--- config.mk ---
export PLATFORM = sky130hd
export DESIGN_NAME = md_unit
export DESIGN_NICKNAME = d
export VERILOG_FILES = /design/src/rtl/md_unit.sv
export SDC_FILE = /design/constraint.sdc
export NUM_CORES = 1
export LEC_CHECK = 0
export ABC_CLOCK_PERIOD_IN_PS = 2750
export CAP_MARGIN = 20
export CORE_MARGIN = 1.5
export CORE_UTILIZATION = 45
export DETAILED_ROUTE_END_ITERATION = 12
export PLACE_DENSITY = 0.76
export SLEW_MARGIN = 15
export SYNTH_ARGS = -nofsm -noshare
export SYNTH_HDL_FRONTEND = slang
export SYNTH_SLANG_ARGS = --single-unit
--- constraint.sdc ---
create_clock -name clk_i -period 2.75 [get_ports clk_i]
set_clock_uncertainty 0.05 [all_clocks]
set_input_delay 0.55 -clock clk_i [delete_from_list [all_inputs] [get_ports clk_i]]
set_output_delay 0.55 -clock clk_i [all_outputs]
set_load 0.01 [all_outputs]
--- src/rtl/md_unit.sv ---
// Iterative 32-bit multiply/divide unit with architectural HI/LO registers.
// MULT/MULTU/DIV/DIVU take 32 radix-2 steps plus one sign fix-up cycle; MTHI/MTLO are single-cycle.
module md_unit #(
    parameter int             W       = 32,
    parameter int             CNT_W   = 5,
    parameter logic [W-1:0]   DIV0_LO = 32'hFFFFFFFF
) (
    input  logic         clk_i,
    input  logic         rst_ni,
    input  logic         start_i,
    input  logic [2:0]   op_i,
    input  logic [W-1:0] rs_i,
    input  logic [W-1:0] rt_i,
    output logic         busy_o,
    output logic         done_o,
    output logic [W-1:0] hi_o,
    output logic [W-1:0] lo_o
);

    typedef enum logic [1:0] {IDLE, CALC, FIX} state_e;

    state_e             state_q;
    logic [CNT_W-1:0]   cnt_q;
    logic               busy_q;
    logic               done_q;
    logic [W-1:0]       hi_q;
    logic [W-1:0]       lo_q;
    logic [W-1:0]       acc_hi_q;
    logic [W-1:0]       acc_lo_q;
    logic [W-1:0]       opb_q;
    logic               is_div_q;
    logic               neg_res_q;
    logic               neg_rem_q;
    logic               div0_q;
    logic [W-1:0]       raw_a_q;

    logic               signed_op;
    logic [W-1:0]       a_abs;
    logic [W-1:0]       b_abs;
    logic [W:0]         mul_sum;
    logic [W:0]         div_shift;
    logic               div_ge;
    logic [W-1:0]       div_sub;
    logic [W-1:0]       step_hi_d;
    logic [W-1:0]       step_lo_d;
    logic [2*W-1:0]     prod_d;
    logic [W-1:0]       quo_d;
    logic [W-1:0]       rem_d;

    always_comb begin
        signed_op = ~op_i[0];
        a_abs     = (signed_op && rs_i[W-1]) ? -rs_i : rs_i;
        b_abs     = (signed_op && rt_i[W-1]) ? -rt_i : rt_i;

        // Multiply: LO holds the multiplier and shifts out one bit per step while
        // the partial product shifts in from HI.
        mul_sum   = {1'b0, acc_hi_q} + {1'b0, (acc_lo_q[0] ? opb_q : {W{1'b0}})};

        // Restoring divide: LO holds the dividend and collects quotient bits.
        div_shift = {acc_hi_q, acc_lo_q[W-1]};
        div_ge    = (div_shift >= {1'b0, opb_q});
        div_sub   = div_shift[W-1:0] - opb_q;

        step_hi_d = acc_hi_q;
        step_lo_d = acc_lo_q;
        if (is_div_q) begin
            step_hi_d = div_ge ? div_sub : div_shift[W-1:0];
            step_lo_d = {acc_lo_q[W-2:0], div_ge};
        end else begin
            step_hi_d = mul_sum[W:1];
            step_lo_d = {mul_sum[0], acc_lo_q[W-1:1]};
        end

        prod_d = neg_res_q ? -{acc_hi_q, acc_lo_q} : {acc_hi_q, acc_lo_q};
        quo_d  = neg_res_q ? -acc_lo_q : acc_lo_q;
        rem_d  = neg_rem_q ? -acc_hi_q : acc_hi_q;
    end

    always_ff @(posedge clk_i) begin
        if (!rst_ni) begin
            state_q   <= IDLE;
            cnt_q     <= '0;
            busy_q    <= 1'b0;
            done_q    <= 1'b0;
            hi_q      <= '0;
            lo_q      <= '0;
            acc_hi_q  <= '0;
            acc_lo_q  <= '0;
            opb_q     <= '0;
            is_div_q  <= 1'b0;
            neg_res_q <= 1'b0;
            neg_rem_q <= 1'b0;
            div0_q    <= 1'b0;
            raw_a_q   <= '0;
        end else begin
            done_q <= 1'b0;
            case (state_q)
                IDLE: begin
                    if (start_i) begin
                        case (op_i)
                            3'd0, 3'd1, 3'd2, 3'd3: begin
                                acc_hi_q  <= '0;
                                acc_lo_q  <= a_abs;
                                opb_q     <= b_abs;
                                is_div_q  <= op_i[1];
                                neg_res_q <= signed_op & (rs_i[W-1] ^ rt_i[W-1]);
                                neg_rem_q <= signed_op & rs_i[W-1];
                                div0_q    <= (rt_i == '0);
                                raw_a_q   <= rs_i;
                                cnt_q     <= '0;
                                busy_q    <= 1'b1;
                                state_q   <= CALC;
                            end
                            3'd4:    hi_q <= rs_i;
                            3'd5:    lo_q <= rs_i;
                            default: ;
                        endcase
                    end
                end
                CALC: begin
                    acc_hi_q <= step_hi_d;
                    acc_lo_q <= step_lo_d;
                    cnt_q    <= cnt_q + 1'b1;
                    if (cnt_q == {CNT_W{1'b1}}) begin
                        state_q <= FIX;
                    end
                end
                FIX: begin
                    if (!is_div_q) begin
                        hi_q <= prod_d[2*W-1:W];
                        lo_q <= prod_d[W-1:0];
                    end else if (div0_q) begin
                        hi_q <= raw_a_q;
                        lo_q <= DIV0_LO;
                    end else begin
                        hi_q <= rem_d;
                        lo_q <= quo_d;
                    end
                    busy_q  <= 1'b0;
                    done_q  <= 1'b1;
                    state_q <= IDLE;
                end
                default: state_q <= IDLE;
            endcase
        end
    end

    assign busy_o = busy_q;
    assign done_o = done_q;
    assign hi_o   = hi_q;
    assign lo_o   = lo_q;

endmodule

== Word level (Yosys, flattened, before mapping) ==
Cells that the tools add are included.

* Muxes and demuxes: 36
* $lt $le $gt $ge: 1
* Reductions and logical operators: 14
* $add $sub $neg: 8
* Bitwise operators: 4
* Equal/unequal tests: 13

{| class="wikitable"
|+ Operators with widths
! operator !! number
|-
| $mux 32 || 20
|-
| $pmux 32 s2 || 4
|-
| $neg 32->32 || 4
|-
| $mux 64 || 1
|-
| $neg 64->64 || 1
|-
| $add 32x32->33 || 1
|-
| $ge 33x32->1 || 1
|-
| $logic_not 32->1 || 1
|-
| $sub 32x32->32 || 1
|-
| $reduce_and 3->1 || 6
|-
| $mux 5 || 2
|-
| $pmux 5 s2 || 1
|-
| $eq 3x2->1 const B || 2
|-
| $eq 3x3->1 const B || 2
|-
| $mux 2 || 3
|-
| $ne 2x1->1 const B || 3
|-
| $add 5x1->5 const B || 1
|-
| $eq 5x5->1 const B || 1
|-
| $ne 2x2->1 const B || 2
|-
| $pmux 2 s2 || 1
|-
| $reduce_bool 2->1 || 2
|-
| $reduce_or 4->1 || 1
|-
| $eq 3x1->1 const B || 1
|-
| $logic_not 3->1 || 1
|-
| other kinds (9) || 13
|}

* Input port bits: 70
* Register bits after elaboration: 205

== Logic depth before layout (Yosys ltp) ==
* Word-level depth: 6
* Mapped depth: 14
* Gate-level depth less buffers: 13

== Worst setup path before layout ==
OpenSTA, ideal clock, no wires.

* Path type: reg-to-reg
* Start: reg acc_lo_q[0]
* End: reg acc_hi_q[25]
* Buffers on the path: 2
* Data arrival time: 2.875 ns
* Library setup time: 0.117 ns
* Path slack: -0.292 ns
* Cell stages (with the launch flop): 15
* Period minus slack after synthesis: 3.042 ns
* Path through: dfxtp_1 clkinv_1 clkbuf_1 nor2_1 ha_1 clkbuf_1 a21oi_1 o21ai_1 a311o_1 nor2b_1 a211oi_1 o21ai_0 xnor2_1 nand2b_1 a32o_1

* Word-level cells in the longest chain between the ends: 4

{| class="wikitable"
|+ Ends and longest elaborated chain
! item !! line !! source
|-
| from (decl) || 29 || <nowiki>logic [W-1:0] acc_lo_q;</nowiki>
|-
| from (signal assigned) || 103 || <nowiki>acc_lo_q <= a_abs;</nowiki>
|-
| from (signal assigned) || 122 || <nowiki>acc_lo_q <= step_lo_d;</nowiki>
|-
| $mux 32 || 57 || <nowiki>mul_sum = {1'b0, acc_hi_q} + {1'b0, (acc_lo_q[0] ? opb_q : {W{1'b0}})};</nowiki>
|-
| $add 32x32->33 || 57 ||
|-
| $mux 32 || 66 || <nowiki>if (is_div_q) begin</nowiki>
|-
| $pmux 32 s2 || 97 || <nowiki>case (state_q)</nowiki>
|-
| to (signal assigned) || 121 || <nowiki>acc_hi_q <= step_hi_d;</nowiki>
|-
| to (decl) || 28 || <nowiki>logic [W-1:0] acc_hi_q;</nowiki>
|}

Every way passes these cells.
A chain may end at the register's enable or synchronous reset.

== Worst setup path after layout ==
* Start: reg acc_lo_q[0]
* End: reg acc_hi_q[28]

Same word-level chain as after synthesis.

==> impl_metrics.ini <==
[run_status]
status = complete, but fails checks
violations = negative setup slack

[clocking]
holdBufCountCts = 0
clk_pin_slew_worst_paths_ps = 70
cts.path.max_buffers = 3
clock_sinks = 205
numCtsBuffers = 26
cts_root_buffer = clkbuf_16
clk_latency_ps = 570
cts_tree = done
htreeDepth = 1

[yosys]
netlist_top_cells_area = dfxtp_1 (26%), a21oi_1 (7.4%), xnor2_1 (6.2%)
yosysTopAreaCell = dfxtp_1
ys_types = 79
syn-instance-count = 2151
netlist_area_sq_um = 16000
async_flop_share_pct = 0
synth-seq-cells = 205
synth_warnings = 0
synth_top_area_share_pct = 25.6
ys.flop_type = dfxtp_1
avgSynthCellArea_sq_um = 7.44
synth.most_common_cell = a21oi_1
synth-edff-count = 0
synth_fp_nets = 2293
synth_commonest_cells = a21oi_1 (236), nand2_1 (233), dfxtp_1 (205), nor2_1 (197), clkbuf_1 (160)
ys_seq_area_share_pct = 25.6

[cells_and_area]
diodes = 0
fin_cells = 3025
fill_cells = 2882
layout-drive-gt1-share_pct = 26.5
finish.instance_area_sq_um = 22700
postLayoutCoreUtil_pct = 65.3
syn2layout_area_growth_pct = 42.1
final_nets = 2693

[timing]
worst_pin_slew_ps = 856
layout_setup_ws_ps = -260
rsz0062_at_grt = yes
final-setup-viol-count = 20
fmax_mhz = 332
final-max-slew-violation-count = 0
hold_viol_final = 0
slew_headroom_pct = 42.9
fin_tns_setup_ps = -2420
period_share_pct = 109
min_period_ps = 3010

[global_routing]
overflow = 0
track_usage_pct = 32.9
grt_pass1_wl_um = 94800
grt_max_degree = 82
grt_pass1_vias = 17363
grt_antenna_before_repair = 0

[route]
firstDrtPassIters = 7
ant_nets = 0
drc = 0
via_per_inst = 6.04
vias = 18260
wl_per_cell_um = 20.5
drt_iter0_markers = 1687
drt-total-wl_um = 62100

[pwr]
p_comb_share_pct = 28.6
swShare_pct = 31.8
switching_power_uw = 2990
p_int_uw = 6410
ir_drop_mv = 0.462
p_leak_uw = 0.00918
power_uw = 9400
p_per_area_nw_per_um2 = 414
seqPwrFrac_pct = 34.4
clockPowerShare_pct = 37.0

[floorplan]
chipHeight_um = 192
fp.coreArea_sq_um = 34800
ios = 136
die_w_um = 192
die_area_sq_um = 36700
start_util_pct = 46.0
core.rowCount = 68

[critical_path]
critical_path_arrival_ps = 3450
r2r_start = acc_lo_q[0]
path_class = flop to flop
worstSetupStartpointType = flop
path_max_fanout = 8
rrSetupSlack_ps = -260
cp-startpoint = acc_lo_q[0]
r2r-end = acc_hi_q[28]
end_kind = flop
critPathRequiredTime_ps = 3190
r2r.worst_path.cells = 16

[place]
place.gp.congestion = 1.00
hpwlAfterDp_um = 45200
numPortBuffers = 135
place_inst = 2921
post_dp_cell_area_sq_um = 20200

[worst_hold_path]
hold_start = rs_i[3]
min_path_type = primary input to flop
hold-path-cell-count = 4
hold_end = raw_a_q[3]

[flow_run]
maxCapViolations = 0
## critical path: stages (launching register included)
cell	delay (ps)
dfxtp_4	380
inv_8	50
buf_12	140
buf_6	110
nor2_2	130
ha_4	230
buf_4	130
a21oi_1	170
o21ai_1	180
a21oi_2	240
a211o_1	190
buf_6	110
a21oi_4	60
o41ai_4	270
xnor2_1	170
o221ai_1	150
a2bb2oi_1	150
## worst max-delay path by stage
stage                        end  slack [ps]
global placement    acc_lo_q[27]        -670
detailed placement  acc_lo_q[29]        -690
global route        acc_hi_q[28]        -460
finish              acc_hi_q[28]        -260
floorplan           acc_lo_q[29]        -130
CTS                 acc_hi_q[30]        -210
## sequential cells by signal (all words and copies together) (netlist names), 2 cells and up
name      count
opb_q        32
lo_o         32
acc_lo_q     32
hi_o         32
cnt_q         5
acc_hi_q     32
raw_a_q      32
state_q       2
## layout by cell type, fill, tap and decap left out, drive strengths merged, types with 27 or more instances in the layout
| cell | synthesis | final |
|---|---|---|
| o211ai | 34 | 34 |
| ha | 70 | 70 |
| o21ai | 144 | 144 |
| a221oi | 29 | 29 |
| a21oi | 236 | 236 |
| mux2i | 77 | 77 |
| clkbuf | 160 | 41 |
| dfxtp | 205 | 205 |
| nand3 | 27 | 27 |
| clkdlybuf4s50 | 0 | 123 |
| nor3 | 29 | 29 |
| o31ai | 32 | 32 |
| a211oi | 68 | 68 |
| xnor2 | 113 | 113 |
| xor2 | 85 | 85 |
| nor2 | 197 | 197 |
| buf | 22 | 420 |
| nand2 | 234 | 234 |
| inv | 67 | 68 |
## logic make-up after synthesis
kind of cell / Yosys count / share of synthesized area (%)
fa+ha+maj: 72 / 5.72
flops: 205 / 25.6
buf+inv: 250 / 6.01
mux: 78 / 4.89
compound gates: 691 / 27.2
xor+xnor: 198 / 10.8
simple gates: 657 / 19.7
## per-layer routing
| metal | GRT usage (%) | part of all wire [%] | routed length (um) | vias to the layer above |
|---|---|---|---|---|
| met4 | 16.9 | 5.9 | 3690 | 0 |
| met3 | 5.26 | 9.0 | 5590 | 208 |
| met2 | 55.6 | 46 | 28500 | 1011 |
| li1 | - | - | - | 8542 |
| met1 | 40.2 | 39 | 24300 | 8499 |
| met5 | 0 | 0 | 0 | - |
## per-stage QoR
step	worst slack (ps)	hold WS, ps
after floorplan	-128	382
after global placement	-671	390
after detailed placement	-695	397
after CTS	-205	372
after global routing	-460	368
final	-260	364
## what timing repair did
| action | in CTS | in global routing |
|---|---|---|
| gates cloned | 1 | 1 |
| pin swaps | 72 | 80 |
| endpoints found under the setup margin | 46 | 73 |
| gates resized for setup | 146 | 144 |
| buffers inserted | 26 | 32 |
## area by class of cell
type	count	area (sq um)	share of cell area, %
repair buffers	554	4780	21.0
clock inverters	6	93.8	0.413
multi-input cells	1696	12100	53.3
flip-flops and latches	205	4140	18.2
well taps	455	569	2.50
clock buffers	41	757	3.33
inverters	68	273	1.20
## power by group through the flow
stage / logic [uW] / clock network (uW) / registers (uW)
global placement: 2320 / 0 / 3290
detailed placement: 2350 / 0 / 3290
CTS: 2500 / 3500 / 3230
floorplan: 1340 / 0 / 3260
finish: 2690 / 3480 / 3240
global route: 2870 / 3600 / 3250
No activity file was read; power rests on OpenSTA's default activity.
